[src/rtl/morse_round_judge.sv]
// ============================================================================
// morse_round_judge : latches a Morse secret, judges the guess, tracks score/lives
// Revision 1.0
// ============================================================================
`default_nettype none

module morse_round_judge #(
  parameter int CODE_W        = 10,
  parameter int SCORE_W       = 8,
  parameter int MAX_LIVES     = 3,
  parameter int GUESS_TIMEOUT = 1000,
  parameter int RESULT_CYCLES = 50
) (
  input  logic               clock_i,
  input  logic               resetn_i,
  input  logic               start_i,
  input  logic [CODE_W-1:0]  p1_code_i,
  input  logic               p1_done_i,
  input  logic [CODE_W-1:0]  p2_code_i,
  input  logic               p2_done_i,
  output logic               clr_p1_o,
  output logic               clr_p2_o,
  output logic [2:0]         state_o,
  output logic               match_o,
  output logic [SCORE_W-1:0] score_o,
  output logic [2:0]         lives_o,
  output logic               game_over_o
);

  localparam int C_TMAX    = (GUESS_TIMEOUT > RESULT_CYCLES) ? GUESS_TIMEOUT : RESULT_CYCLES;
  localparam int C_TIMER_W = $clog2(C_TMAX + 1);

  localparam logic [C_TIMER_W-1:0] C_GUESS_LAST  = C_TIMER_W'(GUESS_TIMEOUT - 1);
  localparam logic [C_TIMER_W-1:0] C_RESULT_LAST = C_TIMER_W'(RESULT_CYCLES - 1);
  localparam logic [C_TIMER_W-1:0] C_TIMER_ONE   = C_TIMER_W'(1);

  typedef enum logic [2:0] {
    S_IDLE      = 3'd0,
    S_WAIT_P1   = 3'd1,
    S_WAIT_P2   = 3'd2,
    S_COMPARE   = 3'd3,
    S_RESULT    = 3'd4,
    S_GAME_OVER = 3'd5
  } state_e;

  state_e               state_q, state_d;
  logic [CODE_W-1:0]    secret_q, secret_d;
  logic [CODE_W-1:0]    guess_q, guess_d;
  logic [SCORE_W-1:0]   score_q, score_d;
  logic [2:0]           lives_q, lives_d;
  logic                 match_q, match_d;
  logic [C_TIMER_W-1:0] timer_q, timer_d;
  logic                 clr_p1_q, clr_p1_d;
  logic                 clr_p2_q, clr_p2_d;
  logic                 game_over_q, game_over_d;

  logic [2:0]           lives_dec;
  logic                 p1_valid;
  logic                 p2_valid;

  assign lives_dec = (lives_q != 3'd0) ? (lives_q - 3'd1) : 3'd0;
  assign p1_valid  = p1_done_i && (p1_code_i != '0);
  assign p2_valid  = p2_done_i && (p2_code_i != '0);

  always_comb begin
    state_d   = state_q;
    secret_d  = secret_q;
    guess_d   = guess_q;
    score_d   = score_q;
    lives_d   = lives_q;
    match_d   = match_q;
    timer_d   = timer_q;
    clr_p1_d  = 1'b0;
    clr_p2_d  = 1'b0;

    case (state_q)
      S_IDLE, S_GAME_OVER: begin
        if (start_i) begin
          state_d  = S_WAIT_P1;
          lives_d  = 3'(MAX_LIVES);
          score_d  = '0;
          match_d  = 1'b0;
          clr_p1_d = 1'b1;
          clr_p2_d = 1'b1;
        end
      end
      S_WAIT_P1: begin
        if (p1_valid) begin
          state_d  = S_WAIT_P2;
          secret_d = p1_code_i;
          timer_d  = '0;
          clr_p2_d = 1'b1;
        end
      end
      S_WAIT_P2: begin
        // A valid guess arriving on the final timeout cycle still counts.
        if (p2_valid) begin
          state_d = S_COMPARE;
          guess_d = p2_code_i;
        end else if (timer_q == C_GUESS_LAST) begin
          state_d = S_RESULT;
          match_d = 1'b0;
          lives_d = lives_dec;
          timer_d = '0;
        end else begin
          timer_d = timer_q + C_TIMER_ONE;
        end
      end
      S_COMPARE: begin
        state_d = S_RESULT;
        timer_d = '0;
        if (guess_q == secret_q) begin
          match_d = 1'b1;
          if (score_q != '1) begin
            score_d = score_q + SCORE_W'(1);
          end
        end else begin
          match_d = 1'b0;
          lives_d = lives_dec;
        end
      end
      S_RESULT: begin
        if (timer_q == C_RESULT_LAST) begin
          timer_d = '0;
          if (lives_q == 3'd0) begin
            state_d = S_GAME_OVER;
          end else begin
            state_d  = S_WAIT_P1;
            clr_p1_d = 1'b1;
            clr_p2_d = 1'b1;
          end
        end else begin
          timer_d = timer_q + C_TIMER_ONE;
        end
      end
      default: begin
        state_d = S_IDLE;
      end
    endcase

    game_over_d = (state_d == S_GAME_OVER);
  end

  always_ff @(posedge clock_i) begin
    if (resetn_i) begin
      state_q     <= S_IDLE;
      secret_q    <= '0;
      guess_q     <= '0;
      score_q     <= '0;
      lives_q     <= 3'd0;
      match_q     <= 1'b0;
      timer_q     <= '0;
      clr_p1_q    <= 1'b0;
      clr_p2_q    <= 1'b0;
      game_over_q <= 1'b0;
    end else begin
      state_q     <= state_d;
      secret_q    <= secret_d;
      guess_q     <= guess_d;
      score_q     <= score_d;
      lives_q     <= lives_d;
      match_q     <= match_d;
      timer_q     <= timer_d;
      clr_p1_q    <= clr_p1_d;
      clr_p2_q    <= clr_p2_d;
      game_over_q <= game_over_d;
    end
  end

  assign clr_p1_o    = clr_p1_q;
  assign clr_p2_o    = clr_p2_q;
  assign state_o     = state_q;
  assign match_o     = match_q;
  assign score_o     = score_q;
  assign lives_o     = lives_q;
  assign game_over_o = game_over_q;

endmodule

`default_nettype wire

[config.mk]
export PLATFORM = sky130hd
export DESIGN_NAME = morse_round_judge
export DESIGN_NICKNAME = d
export VERILOG_FILES = /design/src/rtl/morse_round_judge.sv
export SDC_FILE = /design/constraint.sdc
export NUM_CORES = 1
export LEC_CHECK = 0
export CAP_MARGIN = 20
export CORE_MARGIN = 4
export CORE_UTILIZATION = 28
export CTS_CLUSTER_DIAMETER = 120
export DETAILED_ROUTE_END_ITERATION = 16
export GPL_TIMING_DRIVEN = 0
export PLACE_DENSITY_LB_ADDON = 0.08
export SYNTH_ARGS = -nofsm -noshare
export SYNTH_HDL_FRONTEND = slang
export SYNTH_SLANG_ARGS = --single-unit
[constraint.sdc]
create_clock -name clock_i -period 5.85 [get_ports clock_i]
set_clock_uncertainty 0.2 [all_clocks]
set_input_delay 1.17 -clock clock_i [delete_from_list [all_inputs] [get_ports clock_i]]
set_output_delay 1.17 -clock clock_i [all_outputs]
set_load 0.005 [all_outputs]
==> After elaboration in Yosys (flattened, before gate mapping) <==
Cells that the tools add are included.
{ "word_totals": {"reg_bits": 48, "out_inout_bits": 18, "elab_cells": 80, "in_bits": 25} }
{ "classes": {"muxes": 33, "n_reduce_logical": 17, "n_eq_ne": 17, "add_sub_neg": 3} }
{ "ops": {"columns": ["op", "count"], "rows": [
  ["2-to-1 mux 10 bit", 4],
  ["case mux 10 bit (4 select lines)", 1],
  ["2-to-1 mux 3 bit", 11],
  ["2-to-1 mux 8 bit", 3],
  ["nonzero test 10 bit", 2],
  ["case mux 8 bit (2 select lines)", 1],
  ["case mux 3 bit (5 select lines)", 1],
  ["!= test 2 bit (second input constant)", 7],
  ["adder 10 x 1 -> 10 bit (second input constant)", 1],
  ["equality test 10 bit", 1],
  ["equality test 10 bit (second input constant)", 1],
  ["equality test 10 x 6 -> 1 bit (second input constant)", 1],
  ["equality test 3 bit (second input constant)", 3],
  ["case mux 3 bit (3 select lines)", 1],
  ["adder 8 x 1 -> 8 bit (second input constant)", 1],
  ["2-to-1 mux 1 bit", 8],
  ["!= test 8 bit (second input constant)", 1],
  ["AND reduction 4 bit", 2],
  ["equality test 3 x 2 -> 1 bit (second input constant)", 2],
  ["logical NOT 3 bit", 2],
  ["case mux 1 bit (3 select lines)", 2],
  ["nonzero test 3 bit", 2],
  ["AND reduction 5 bit", 1],
  ["AND reduction 2 bit", 2],
  ["other kinds (8)", 9]
]} }

==> Depth between registers and ports, before layout <==
{ "logic_depth": {"depth_word": 5, "depth_mapped": 7, "mapped_depth_nobuf": 7} }

==> Least setup slack after synthesis <==
OpenSTA, ideal clock, no wires.
{ "synth_timing": {"path_kind": "input to register", "from": "input port p2_code_i[9]", "to": "register timer_q[7]", "path_buffers": 1, "t_arrival_ns": 2.415, "stages": 6, "t_required_ns": 5.517, "path_slack_ns": 3.102, "setup_time_ns": 0.133, "path_cell_list": "nor4_2 -> nand4_1 -> o2bb2ai_1 -> buf_2 -> o41ai_1 -> a21oi_1"} }
{ "synth_between": {"elab_chain_len": 4} }
{ "synth_rtl": {"columns": ["item", "line_no", "source"], "rows": [
  ["start, declared", "19", "input logic [CODE_W-1:0] p2_code_i,"],
  ["nonzero test 10 bit", "63", "assign p2_valid = p2_done_i && (p2_code_i != '0);"],
  ["logical AND 1 bit", "63", null],
  ["!= test 2 bit (no line)", null, null],
  ["AND reduction 3 bit (no line)", null, null],
  ["end signal, assigned", "163", "timer_q <= timer_d;"],
  ["end, declared", "52", "logic [C_TIMER_W-1:0] timer_q, timer_d;"]
]} }
No other way between the ends.
A chain may end at the register's enable or synchronous reset.

==> Worst setup path after layout <==
{ "layout_timing": {"from": "input port p1_code_i[9]", "to": "register timer_q[1]"} }
{ "layout_between": {"elab_chain_len": 4} }
{ "layout_rtl": {"columns": ["item", "line_no", "source"], "rows": [
  ["start, declared", "17", "input logic [CODE_W-1:0] p1_code_i,"],
  ["nonzero test 10 bit", "62", "assign p1_valid = p1_done_i && (p1_code_i != '0);"],
  ["logical AND 1 bit", "62", null],
  ["!= test 2 bit (no line)", null, null],
  ["AND reduction 3 bit (no line)", null, null]
]} }
No other way between the ends.

==> key figures <==
Status
  – Status: completed

Synthesis
  – Most used DFF post-synth: sky130_fd_sc_hd__dfxtp_1
  – Top cells by count, synth: sky130_fd_sc_hd__dfxtp_1, sky130_fd_sc_hd__nor2_1, sky130_fd_sc_hd__mux2i_1, sky130_fd_sc_hd__a21oi_1
  – Cell type with the largest total area after synthesis: sky130_fd_sc_hd__dfxtp_1
  – Leading cell type by number of instances after synthesis: sky130_fd_sc_hd__dfxtp_1
  – Biggest area contributors in the synthesized netlist: sky130_fd_sc_hd__dfxtp_1, sky130_fd_sc_hd__mux2i_1, sky130_fd_sc_hd__nor2_1
  – Area of the mapped netlist: 2460 um^2
  – Number of synthesized register bits: 48
  – Cell count after synthesis: between 200 and 300
  – EDFF count, synth: 0
  – Count of yosys warnings during synthesis: 0
  – Share of synthesized area occupied by flip-flops and latches: 39.1%
  – Mean cell area of the mapped netlist: between 8 and 9 um^2
  – Fraction of synthesized cell area taken by the top area cell type: between 30 and 40%
  – Synthesized netlist net count: 302
  – Share of flip-flops with an asynchronous set or reset: 0%
  – Post-synthesis cell type count: 54

Timing
  – Fmax: 0.292 GHz
  – Slew Limit Fails: 0
  – Min cycle time layout: 3.42 ns
  – Setup violation total in the final timing report: 0
  – Unrepaired setup endpoints after global routing: no
  – Remaining max-slew budget at the tightest pin: 64.3%
  – Worst slew pin tran: 0.535 ns
  – Share of the cycle needed by the critical path after routing: 58.5%
  – Hold Vio Cnt, Final: 0
  – Setup tns final: 0 ns

Setup path
  – Cell-by-cell trace of the critical path: clkdlybuf4s50_1, nor4_1, a31oi_2, o2bb2ai_1, buf_2, o21ai_2, a211oi_1
  – RR Startpoint: state_o[0]
  – CP Launch Type: input pin
  – CP delay by family, top: compound AO/OA/AOI/OAI gates
  – Type of the worst setup path: input pin to flip-flop
  – Stages on worst setup path: 7
  – Reg2Reg Capture Point: timer_q[1]
  – Worst path slowest cell: sky130_fd_sc_hd__nor4_1
  – Endpoint kind of the worst setup timing path: flip-flop
  – Worst Path Buf+Inv: 2
  – Slowest cell delay on critical path: 0.47 ns
  – Endpoint required time on the critical path: roughly 5.9 ns
  – Biggest fanout along the worst timing path: 10
  – Worst reg-to-reg path cell count: 7
  – Data arrival time of the critical path: about 3.4 ns
  – Register-to-Register Setup Slack: 3.47 ns

Placed design
  – Count of input and output buffers: 42
  – Gpl congestion: just over 0.8
  – # placed instances: between 400 and 500
  – HPWL Detailed: 4.91 mm

Layout
  – # diodes: 0
  – Synthesis-to-finish area growth: 27.0%
  – Final layout net count: 351
  – Number of standard cells in the final layout excluding fillers: 429
  – Ratio of cells with drive above 1 in the final layout: 7.72%
  – Number of fillers in the final layout: 910

Routing
  – Detailed-route wire length: ~6.4 mm
  – Post-route ant nets: 0
  – Avg WL per Cell: 15.0 um
  – Number of vias in the routed layout: 2,175
  – Routed via count divided by cell count: 5.07
  – Residual DRC count: 0
  – Length of the first detailed-routing pass in iterations: 4
  – Detailed router's first-iteration violation count: 64

Power and ir drop
  – Worst IR drop on VDD: 0.0000872 V
  – Cell-internal power: around 540 uW
  – Part of the total power dissipated in sequential elements: 47.5%
  – Proportion of power drawn by the clock network: roughly a third
  – Reported leakage power: 0.00110 uW
  – Proportion of power drawn by combinational gates: 19.6%
  – Switching Power: roughly 210 uW
  – Power density of the placed cells: 239 nW/um^2
  – Sw Share: 28.1%

Global routing
  – Met1 Usage GRT: roughly 18%
  – Global-route wire length before repair: 10.6 mm
  – Met3 layer usage reported by global route: 2.41%
  – Antenna violations before repair: 0
  – Met2 GRT Util: between 20% and 30%
  – Overall routing resource usage: 13.0%
  – Largest net degree at the start of global routing: 16
  – Sum of overflow across all layers after global routing: 0
  – Number of global-route vias before repair: about 2,100
  – Busiest metal layer after global routing: met2

Flow run
  – Max_cap viols: 0

Die
  – Cell row count: 33
  – Die Height: 102 um
  – Top-level I/O count: 43
  – Die Area: ~10,000 um^2
  – Die X-Extent: 102 um
  – Area of the placeable core: 8380 um^2
  – Initial Util: 29.3%

Worst hold path
  – Worst min-delay path category: flip-flop to flip-flop
  – Startpoint of the worst hold path: score_o[7]
  – Hold Crit Depth: 2
  – Hold EP: score_o[7]

Clock tree
  – Worst-skew pair later-pin latency: approximately 0.3 ns
  – CTS sink cnt: 48
  – Reg clk slew, reported paths: 0.09 ns
  – Hold_buf cts: 0
  – Clock tree from TritonCTS: built
  – PostCTS Resize Cnt: 0
  – Number of buffers created by CTS: 5
  – H-Tree Level Count: 2
  – Total setup buffers inserted after CTS: 0
  – Max clock buf depth: 2
  – Clock root buffer: sky130_fd_sc_hd__clkbuf_8
[cells by family after synthesis]
group                    after synthesis  synth area share, %
XOR/XNOR                              12                 4.58
flip-flops                            48                 39.1
adder cells (fa/ha/maj)                3                 1.53
AND/OR/NAND/NOR                      110                 25.7
AO/OA/AOI/OAI                         60                 16.5
multiplexers                          21                 8.55
buffers and inverters                 20                 4.07
[registers in the layout, indices dropped and copies added (netlist names)]
name / count
lives_o: 3
guess_q: 10
clr_p1_o: 1
score_o: 8
state_o: 3
match_o: 1
game_over_o: 1
secret_q: 10
timer_q: 10
clr_p2_o: 1
[power by group through the flow]
| stage | clock (uW) | combinational (uW) | sequential [uW] |
|---|---|---|---|
| after global routing | 271 | 165 | 358 |
| after floorplan | 0 | 90.0 | 360 |
| after CTS | 257 | 148 | 355 |
| final | 246 | 146 | 355 |
| after detailed placement | 0 | 148 | 363 |
| after global placement | 0 | 147 | 363 |
[area by class of cell]
cell class                      count  area, um^2  area share, %
Tap cell                          105         131           4.21
Sequential cell                    48         961           30.8
Multi-Input combinational cell    206        1400           44.8
Timing Repair Buffer               42         420           13.5
Buffer                             12        70.1           2.24
Clock inverter                      3        42.5           1.36
Inverter                            8        30.0          0.962
Clock buffer                        5        68.8           2.20
[layout by cell type, fill, tap and decap left out, types with 2 or more instances in the layout]
cell type / instances
sky130_fd_sc_hd__nor3_1: 3
sky130_fd_sc_hd__nand4b_1: 2
sky130_fd_sc_hd__ha_1: 3
sky130_fd_sc_hd__o311ai_0: 2
sky130_fd_sc_hd__a2bb2oi_1: 2
sky130_fd_sc_hd__nor2b_1: 3
sky130_fd_sc_hd__o41ai_1: 3
sky130_fd_sc_hd__a21oi_1: 17
sky130_fd_sc_hd__xor2_1: 10
sky130_fd_sc_hd__inv_1: 8
sky130_fd_sc_hd__nor4_2: 2
sky130_fd_sc_hd__buf_6: 2
sky130_fd_sc_hd__clkbuf_1: 4
sky130_fd_sc_hd__or3_1: 4
sky130_fd_sc_hd__nor2_1: 38
sky130_fd_sc_hd__a32o_1: 3
sky130_fd_sc_hd__nand4_1: 11
sky130_fd_sc_hd__buf_2: 5
sky130_fd_sc_hd__clkbuf_8: 5
sky130_fd_sc_hd__nor4_1: 2
sky130_fd_sc_hd__a211oi_1: 2
sky130_fd_sc_hd__o31ai_1: 4
sky130_fd_sc_hd__nor4_4: 2
sky130_fd_sc_hd__and3_1: 3
sky130_fd_sc_hd__o21ai_0: 10
sky130_fd_sc_hd__a31oi_1: 5
sky130_fd_sc_hd__mux2i_1: 21
sky130_fd_sc_hd__nand3_1: 8
sky130_fd_sc_hd__nand3b_1: 2
sky130_fd_sc_hd__clkdlybuf4s50_1: 42
sky130_fd_sc_hd__dfxtp_1: 48
sky130_fd_sc_hd__and2_1: 2
sky130_fd_sc_hd__nand2_1: 11
sky130_fd_sc_hd__or4_1: 4
sky130_fd_sc_hd__and4_1: 3
sky130_fd_sc_hd__nand2b_1: 4
sky130_fd_sc_hd__nor4bb_1: 2
[per-layer routing]
| metal | vias to the layer above | part of all wire (%) |
|---|---|---|
| met3 | 4 | 3.8 |
| met4 | 0 | 0.73 |
| li1 | 1116 | - |
| met1 | 1015 | 48 |
| met2 | 40 | 48 |
| met5 | - | 0 |
[worst max-delay path by stage]
stage | end | startpoint
3_3_place_gp | timer_q[1] | p1_code_i[9]
3_5_place_dp | timer_q[1] | p1_code_i[9]
6_report | timer_q[1] | p1_code_i[9]
5_1_grt | timer_q[1] | p1_code_i[9]
2_1_floorplan | timer_q[7] | p2_code_i[9]
4_1_cts | timer_q[1] | p1_code_i[9]
[metrics by stage]
step                      hold slack, ns  util [%]  setup slack [ns]  total power [uW]  cell area [um^2]
after global placement             0.276      35.9              2.07               510              3010
after CTS                          0.303      37.3              2.42               761              3120
after floorplan                    0.261         -              3.10               450              2460
after global routing               0.327      37.3              2.15               793              3120
after detailed placement           0.290      35.9              2.10               510              3010
final                              0.294      37.3              2.43               747              3120
[worst min-delay path, stage by stage, from the launching register on]
cell and delay, ns:
sky130_fd_sc_hd__dfxtp_1 0.34, sky130_fd_sc_hd__nand2_1 0.06, sky130_fd_sc_hd__mux2i_1 0.05
Note: power is estimated with default switching activity, not from simulation.
==> edit 1, RTL diff (same settings) <==
The parameter `GUESS_TIMEOUT` goes from 1000 to 2000.
--- a/src/rtl/morse_round_judge.sv
+++ b/src/rtl/morse_round_judge.sv
@@ -8,7 +8,7 @@
   parameter int CODE_W        = 10,
   parameter int SCORE_W       = 8,
   parameter int MAX_LIVES     = 3,
-  parameter int GUESS_TIMEOUT = 1000,
+  parameter int GUESS_TIMEOUT = 2000,
   parameter int RESULT_CYCLES = 50
 ) (
   input  logic               clock_i,
Formal check against the unedited RTL: same outputs for any inputs over 10 cycles, from zero or initial values and one cycle with resetn_i high; that may be too few to reach the edited logic, so the function may still have changed.
==> edit 1 against the original RTL <==
- worst setup slack improved by 0.039 ns
- sequential cell count is 1 higher
- utilization is 1.2 points lower
- first-iteration DRC count up 19%
- wire length rose by 7.7%
- total power down 2.4%
- area after synthesis increased by 2.3%
- cell area increased by 0.60%
- sequential power increased by 2%
==> edit 1: results <==
{
  "max-vdd-ir-drop_v": 0.0000844,
  "drt-initial-drc-count": 76,
  "outcome": "complete, no violations",
  "wl_met2_mm": 3.02,
  "reg2reg_from": "timer_q[0]",
  "max_stage_delay_ns": 0.63,
  "power.leakage_nw": 1.15,
  "reg.largest.list": "timer_q x11, guess_q x10, secret_q x10",
  "post-place-cells": 434,
  "final_nets": 361,
  "synthDistinctLibCells": 57,
  "gp_congestion": 0.779,
  "syn-num-nets": 313,
  "comb_power_uw": 169,
  "grt.met3_usage_pct": 2.30,
  "fin_crit_sh_pct": 57.8,
  "wl_mm": 6.94,
  "hold_path_end": "secret_q[1]",
  "crit_end": "timer_q[8]",
  "p_clk_share_pct": 27.2,
  "track_usage_pct": 13.6,
  "rrSetupSlack_ns": 3.33,
  "powerDensity_nw_per_um2": 232,
  "drive_gt1_share_pct": 8.98,
  "via_per_inst": 5.03,
  "switchingPower_uw": 218,
  "r2r-end": "timer_q[0]",
  "yosysSeqAreaShare_pct": 39.0,
  "m1WireLength_mm": 3.61,
  "startpoint": "p2_code_i[1]",
  "cpLargestDelayFamily": "simple AND/OR/NAND/NOR gates",
  "io_buffers": 41,
  "reg2reg_depth": 6,
  "holdWs_ns": 0.272,
  "slew_headroom_pct": 53.1
}
-- edit 1: changes by cell type after synthesis, moves of 4 or more --
cell / change
o2111ai_1: +4
a21oi_1: +11
mux2i_1: -12
nand3_1: +13
a2111o_1: +5
nand2_1: +17
nand4_1: -5
nor2_1: -16
-- edit 1: layout make-up --
| class | instances | share of cell area, % |
|---|---|---|
| sequential | 49 | 31.2 |
| timing repair buffer | 41 | 13.1 |
| multi-input combinational | 214 | 44.8 |
| buffer | 16 | 3.31 |
| clock buffer | 8 | 2.55 |
| tap | 108 | 4.30 |
| inverter | 6 | 0.717 |
-- edit 1: kinds of logic (layout without fill, tap and decap cells) --
kind of cell	Yosys count	after routing	share of synthesized area (%)
AOI/OAI and AO/OA	71	71	20.5
xor gates and xnor gates	12	12	4.18
adders and majority gates	3	3	1.49
buffers and inverters	22	71	5.02
DFF	49	49	39.0
muxes	10	10	4.03
and+or+nand+nor	118	118	25.8
==> edit 2, RTL diff (same flow settings) <==
Made on the original files. Remove the register `game_over_q`: a continuous assignment takes its place, so the output `game_over_o` follows one clock earlier.
--- a/src/rtl/morse_round_judge.sv
+++ b/src/rtl/morse_round_judge.sv
@@ -152,7 +152,6 @@
       timer_q     <= '0;
       clr_p1_q    <= 1'b0;
       clr_p2_q    <= 1'b0;
-      game_over_q <= 1'b0;
     end else begin
       state_q     <= state_d;
       secret_q    <= secret_d;
@@ -163,9 +162,10 @@
       timer_q     <= timer_d;
       clr_p1_q    <= clr_p1_d;
       clr_p2_q    <= clr_p2_d;
-      game_over_q <= game_over_d;
     end
   end
+
+  assign game_over_q = game_over_d;
 
   assign clr_p1_o    = clr_p1_q;
   assign clr_p2_o    = clr_p2_q;
Behaviour: no difference found for any inputs over 10 cycles, from zero or initial values and one cycle with resetn_i high; that may be too few to reach the edited logic, so the function may still have changed.
==> edit 2 against the original RTL <==
- total power increased by 7.2%
- combinational power rose by 11%
- critical path depth unchanged
- cell area grew 2.2%
- count of clock-buffer cells in the layout grew 1
- final cell count shrank 0.47%
- wire length rose by 4.2%
- via count shrank 1.9%
- utilization down 0.67 points
- area after synthesis up 1.7%
- sequential cell count shrank 1
- worst setup slack got worse by 1.6 ns
- synthesized cell count fell by 1.8%
- critical path type is now input pin to output port
- largest power group unchanged
==> edit 2: results <==
{
  "post-place-cells": 419,
  "seqCellArea_um2": 941,
  "syn_area_um2": 2500,
  "clock_cell_area_share_pct": 4.16,
  "power.leakage_nw": 1.17,
  "worst_pin_slew_ns": 0.715,
  "wl_per_cell_um": 15.7,
  "p_seq_uw": 345,
  "critPathMaxFanout": 3,
  "gp_congestion": 0.713,
  "hold_path_end": "lives_o[2]",
  "via_per_inst": 5.00,
  "multi_input_area_share_pct": 44.7,
  "n_all_inverters": 7,
  "final_cells": 427,
  "max_stage_delay_ns": 0.56,
  "nFillCells": 913,
  "slowest_stage": "or4_4",
  "track_usage_pct": 13.4,
  "dp_hpwl_mm": 5.13,
  "numSequentialCells": 47,
  "buf_share_pct": 16.6,
  "grt_pass1_vias": 2128,
  "p_clk_share_pct": 36.6,
  "rrSetupSlack_ns": 3.41,
  "powerClk_uw": 293,
  "setup_ws_ns": 0.853,
  "num-multi-input-gates": 202,
  "worstPathArrival_ns": 3.63,
  "drive_gt1_share_pct": 10.3,
  "reg2reg_from": "timer_q[0]",
  "syn-num-nets": 297,
  "drt-initial-drc-count": 73,
  "synthTopCellsByCount": "dfxtp_1 (47), nor2_1 (36), mux2i_1 (21)",
  "grt_max_degree": 15,
  "cpLargestDelayFamily": "buffers and inverters",
  "grt_pass1_wl_mm": 11.0,
  "avgSynthCellArea_um2": 9.30,
  "yosysSeqAreaShare_pct": 37.6,
  "max-vdd-ir-drop_v": 0.000109,
  "switchingPower_uw": 216,
  "final_nets": 346,
  "startpoint": "p1_code_i[5]",
  "outcome": "complete, no violations",
  "nNonClkBuffers": 55,
  "worstHoldStart": "lives_o[2]"
}
## edit 2: cell count changes after synthesis, moves of 4 or more
cell / delta
a32o_1: +5
nor3b_1: +5
a21oi_1: -6
o21ai_0: +4
xnor2_1: +9
nand2b_1: -4
nand4_1: -9
xor2_1: -9
## edit 2: cells by family (layout without fill, tap and decap cells)
family / count (synthesis) / count (layout) / synth area share [%]
AOI/OAI and AO/OA: 63 / 63 / 20.0
muxes: 21 / 21 / 8.40
buffers and inverters: 20 / 70 / 5.45
xor gates and xnor gates: 11 / 11 / 3.85
adders and majority gates: 3 / 3 / 1.50
DFF: 47 / 47 / 37.6
and+or+nand+nor: 104 / 104 / 23.3
## edit 2: layer usage
| metal | vias to the layer above | GRT usage, % | share of wire, % |
|---|---|---|---|
| met5 | - | 0 | 0 |
| met4 | 0 | 4.04 | 1.2 |
| met3 | 7 | 2.50 | 3.2 |
| met2 | 33 | 20.5 | 43 |
| met1 | 992 | 19.1 | 52 |
| li1 | 1102 | - | - |
